===== config.mk =====
export PLATFORM = sky130hd
export DESIGN_NAME = spi_dual_master
export DESIGN_NICKNAME = d
export VERILOG_FILES = /design/src/rtl/spi_dual_master.sv
export SDC_FILE = /design/constraint.sdc
export NUM_CORES = 1
export LEC_CHECK = 0
export BUFFER_PORTS_ARGS = -buffer_cell sky130_fd_sc_hd__buf_2
export CORE_ASPECT_RATIO = 0.8
export CORE_UTILIZATION = 51
export DETAILED_ROUTE_END_ITERATION = 7
export GPL_ROUTABILITY_DRIVEN = 1
export PLACE_DENSITY = 0.71
export SYNTH_ARGS = -nofsm -noshare
export SYNTH_HDL_FRONTEND = slang
export SYNTH_SLANG_ARGS = --single-unit

===== constraint.sdc =====
create_clock -name clk -period 1.9 [get_ports clk]
set_input_delay 0 -clock clk [delete_from_list [all_inputs] [get_ports clk]]
set_output_delay 0 -clock clk [all_outputs]
set_load 0.1 [all_outputs]

===== src/rtl/spi_dual_master.sv =====
`timescale 1ns/1ps
// spi_dual_master: SPI mode-0 (CPOL=0, CPHA=0) master driving two slave ports,
// each with its own active-low select and MISO return line.
// Optional build macro: SPI_MASTER_LOOPBACK_EN adds a loopback input that, when
// captured high with start, samples the internal mosi register instead of MISO.
module spi_dual_master #(
    parameter int DATA_W  = 8,
    parameter int CLK_DIV = 4
) (
    input  logic              clk,
    input  logic              rst,
    input  logic              start,
    input  logic              slave_sel,
    input  logic [DATA_W-1:0] tx_data,
`ifdef SPI_MASTER_LOOPBACK_EN
    input  logic              loopback,
`endif
    output logic              busy,
    output logic              done,
    output logic [DATA_W-1:0] rx_data,
    output logic              sclk,
    output logic              mosi,
    output logic              ss1,
    output logic              ss2,
    input  logic              miso1_in,
    input  logic              miso2_in
);

    localparam int HW = $clog2(CLK_DIV + 1);
    localparam int EW = $clog2(2 * DATA_W + 1);
    localparam logic [HW-1:0] H_LAST = HW'(CLK_DIV - 1);
    localparam logic [EW-1:0] E_LAST = EW'(2 * DATA_W - 1);

    typedef enum logic [2:0] {IDLE, SETUP, SHIFT, HOLD, DONE} state_t;

    state_t            state, next_state;
    logic [HW-1:0]     hcnt;
    logic [EW-1:0]     ecnt;
    logic              sel_q;
    logic [DATA_W-1:0] tx_shift;
    logic [DATA_W-1:0] rx_shift;
    logic              half_last;
    logic              last_edge;
    logic              sel_next;
    logic              active_next;
    logic              sample;
`ifdef SPI_MASTER_LOOPBACK_EN
    logic              lb_q;
`endif

    assign half_last = (hcnt == H_LAST);
    assign last_edge = (ecnt == E_LAST);

    // State register
    always_ff @(posedge clk) begin
        if (rst) state <= IDLE;
        else     state <= next_state;
    end

    // Next-state logic plus look-ahead terms used to register the outputs
    always_comb begin
        next_state = state;
        case (state)
            IDLE:  if (start) next_state = SETUP;
            SETUP: if (half_last) next_state = SHIFT;
            SHIFT: if (half_last && last_edge) next_state = HOLD;
            HOLD:  if (half_last) next_state = DONE;
            DONE:  next_state = IDLE;
            default: next_state = IDLE;
        endcase
        sel_next    = (state == IDLE) ? slave_sel : sel_q;
        active_next = (next_state == SETUP) || (next_state == SHIFT) || (next_state == HOLD);
    end

    // Rising-edge sample source
    always_comb begin
        sample = sel_q ? miso2_in : miso1_in;
`ifdef SPI_MASTER_LOOPBACK_EN
        if (lb_q) sample = mosi;
`endif
    end

    // Datapath, counters and registered outputs
    always_ff @(posedge clk) begin
        if (rst) begin
            busy     <= 1'b0;
            done     <= 1'b0;
            rx_data  <= '0;
            sclk     <= 1'b0;
            mosi     <= 1'b0;
            ss1      <= 1'b1;
            ss2      <= 1'b1;
            hcnt     <= '0;
            ecnt     <= '0;
            sel_q    <= 1'b0;
            tx_shift <= '0;
            rx_shift <= '0;
`ifdef SPI_MASTER_LOOPBACK_EN
            lb_q     <= 1'b0;
`endif
        end else begin
            busy <= active_next;
            done <= (next_state == DONE);
            ss1  <= ~(active_next & ~sel_next);
            ss2  <= ~(active_next & sel_next);
            case (state)
                IDLE: begin
                    hcnt <= '0;
                    ecnt <= '0;
                    if (start) begin
                        sel_q    <= slave_sel;
                        tx_shift <= tx_data << 1;
                        mosi     <= tx_data[DATA_W-1];
                        rx_shift <= '0;
`ifdef SPI_MASTER_LOOPBACK_EN
                        lb_q     <= loopback;
`endif
                    end
                end
                SETUP, HOLD: begin
                    hcnt <= half_last ? '0 : hcnt + HW'(1);
                end
                SHIFT: begin
                    hcnt <= half_last ? '0 : hcnt + HW'(1);
                    if (half_last) begin
                        sclk <= ~sclk;
                        ecnt <= ecnt + EW'(1);
                        if (!sclk) begin
                            rx_shift <= {rx_shift[DATA_W-2:0], sample};
                        end else if (!last_edge) begin
                            mosi     <= tx_shift[DATA_W-1];
                            tx_shift <= tx_shift << 1;
                        end
                    end
                end
                default: begin
                    hcnt <= '0;
                    ecnt <= '0;
                end
            endcase
            // rx_data and the idle mosi level are set on entry so they show in the done cycle
            if (next_state == DONE) begin
                mosi    <= 1'b0;
                rx_data <= rx_shift;
            end
        end
    end

endmodule


==> run metrics <==
Synth Cell Area=1610 um2; Final Skew=~0.0074 ns; R2R depth=8; io pins=28; Post-Layout Cell Count=between 200 and 250; drt via density=between 5 and 6; Die Width=64.8 um; Routed WL=about 2900 um; First-pass DRT Iterations=4; synth top area cells=dfxtp_1, a22o_1, mux2i_1; final worst path period share=between 90 and 100%; setup TNS=0 ns; n_diodes=0; Setup Viol. Count Final=0; Slew Limit Fails=0; global-route wire length before repair=4890 um; Worst Setup Path Type=register to register; H-tree levels=2; CTS sink cnt=slightly above 40; status=complete, no violations; CP endpoint kind=register; DRC marker count from the first detailed-route iteration=48; remaining routing DRC violations=0; core area=2870 um2; die area=about 3400 um2; CP Max Fanout=15; Design Area, Final=~1900 um2; number of buffers created by CTS=5; unrepaired setup endpoints after global routing=false; Buf/Inv on CP=1; Yosys top cell area share=51.0%; syn_nets=~170; family with the most delay on the worst path=simple AND/OR/NAND/NOR gates; hold path endpoint=tx_shift[2]; CTS tree=yes; Max Root-Sink Buffers=2; R2R Path Start=ecnt[0]; Fillers=240; routability cong.=0.725; min-delay src=tx_data[1]; grt total ovfl=0; Slowest-stage cell, CP=dfxtp_1; crit start category=register; Syn Area/Cell=10.3 um2; die span in y=52.2 um; number of port buffers=27; layout cells sized above 1=a little over a quarter; Core Rows=17; GRT Total Usage=between 10% and 20%; peak supply drop=586 uV; # placed instances=~220; per-cell routed wire length=around 13 um; FF-to-FF setup slack=slightly below 0.1 ns; hold path depth=3; maximum clock frequency=0.555 GHz; Routed Antenna Nets=0; vias=about 1,200; Multi-input gate area=742 um2; CTS root buffer=clkbuf_8; reg-to-reg endpoint=tx_shift[7]; CP Cell Sequence=ha_2 -> and3_1 -> ha_1 -> nand4b_1 -> a21oi_4 -> buf_12 -> nor2_1 -> a211oi_1; initial antenna violation count=0; area growth from synthesis to layout=19.8%; Yosys reg bits=between 40 and 50; largest net degree at the start of global routing=18; Hold WS=roughly 0.057 ns; CP peak stage delay=approximately 0.34 ns; Distinct cells, synth=34; Reg clk slew, reported paths=around 0.07 ns; largest area contributor in the netlist=dfxtp_1; storage element area=822 um2; Pleak=0.788 nW; Clock Latency Late Sink=between 0.2 and 0.3 ns; pwr dens=about 850 nW/um2; nets=roughly 210; placed standard-cell area=about 1800 um2; vias in the first global route=approximately 1,100; Hold Path Class=primary input to register; Max Cap Viol=0; cell count after synthesis=156; Critical Path RT=approximately 2.1 ns; final hold viol count=0; Tmin final=roughly 1.8 ns; synth warn=0; Slew headroom=roughly 58%; register area share after synthesis=between 50% and 60%; Initial Utilization=56.0%; Slew @ Worst Pin=0.622 ns; hpwl dp=around 2200 um; crit path DAT=approximately 2.0 ns
## layer usage
layer	share of wire (%)	vias to the layer above	global-route usage (%)
li1	-	628	-
met1	49	572	24.3
met2	46	29	32.1
met3	4.0	2	4.57
met4	0.58	0	6.67
met5	0	-	0
## layout by cell type (no fill, tap or decap), types with 2 or more instances in the layout
cell	n
nand2b_1	3
a21oi_1	4
ha_2	2
xor2_1	2
nand2_1	6
nor3_1	2
a211oi_1	5
buf_4	4
buf_2	27
a22o_1	15
clkbuf_8	6
nor2_1	21
or3_1	3
mux2i_1	10
inv_1	4
nand3_1	6
a21oi_2	2
dfxtp_1	40
ha_1	2
or2_4	2
and3_1	2
dlygate4sd3_1	2
o21ai_0	3
## report_power, final
| group | switching, W | internal [W] | total, W | leakage (nW) |
|---|---|---|---|---|
| clock network | 0.000286 | 0.000294 | 0.000580 | 0.0512 |
| logic | 0.000103 | 0.0000541 | 0.000158 | 0.403 |
| registers | 0.0000137 | 0.000881 | 0.000895 | 0.334 |
## cells by family after synthesis
kind of cell | synth area share, %
mux | 6.22
simple gates | 16.7
xor+xnor | 1.09
flops | 51.0
compound gates | 17.9
buf+inv | 3.97
fa+ha+maj | 3.11
## worst min-delay path: cells and delay by family
kind / cells / cell delay, ns
AOI/OAI and AO/OA: 1 / 0.08
muxes: 1 / 0.12
buffers and inverters: 1 / 0.09
## final cells by class
class / count / share of cell area (%)
multi-input combinational: 104 / 38.5
clock inverter: 2 / 0.714
clock buffer: 6 / 4.28
tap: 38 / 2.47
sequential: 41 / 42.6
timing repair buffer: 34 / 10.6
inverter: 4 / 0.779
## sequential cells by signal, indices dropped and copies added (netlist names)
register,cells
rx_data,8
rx_shift,8
tx_shift,7
ecnt,5
hcnt,3
state,3
busy,1
done,1
mosi,1
sclk,1
sel_q,1
ss1,1
ss2,1
## cells in the mapped netlist
cell and instances:
dfxtp_1 41, nor2_1 21, a22o_1 15, mux2i_1 10, a211oi_1 6, a21oi_1 6, nand2_1 6, nand3_1 6
ha_1 4, inv_1 4, buf_2 3, nand2b_1 3, o21ai_0 3, or3_1 3, and3_1 2, buf_6 2
nor3_1 2, or2_4 2, xor2_1 2, a21oi_4 1, a22oi_1 1, a2bb2oi_1 1, a41oi_1 1, buf_4 1
clkbuf_1 1, nand2b_4 1, nand4b_1 1, nand4bb_1 1, nor2_2 1, nor3b_1 1, nor4_2 1, o211a_1 1
o21ai_1 1, o311a_1 1
## worst max path at each step
stage,startpoint,endpoint,slack (ns),cells past startpoint
global route,ecnt[0],tx_shift[5],0.02,8
CTS,ecnt[0],tx_shift[7],0.008,7
detailed placement,ecnt[0],tx_shift[7],-0.0002,7
floorplan,ecnt[0],tx_shift[5],0.15,8
finish,ecnt[0],tx_shift[7],0.1,8
global placement,ecnt[0],tx_shift[3],0.07,7
## repair_timing
| item | in CTS | in global routing |
|---|---|---|
| endpoints found under the setup margin | 2 | 26 |
| resized for setup | 0 | 5 |
| endpoints found under the hold margin | 2 | 0 |
| pin swaps | 1 | 1 |
| hold buffers | 2 | 0 |
| buffers inserted | 0 | 1 |
## metrics by stage
stage / utilization, % / worst slack (ns) / power [W]
after CTS: 65.8 / 0.00755 / 0.00163
final: 67.1 / 0.0983 / 0.00163
after detailed placement: 61.8 / -0.000159 / 0.00106
after global routing: 67.1 / 0.0173 / 0.00170
after floorplan: - / 0.149 / 0.00103
after global placement: 61.8 / 0.0686 / 0.00105
No activity file was read; power rests on OpenSTA's default activity.
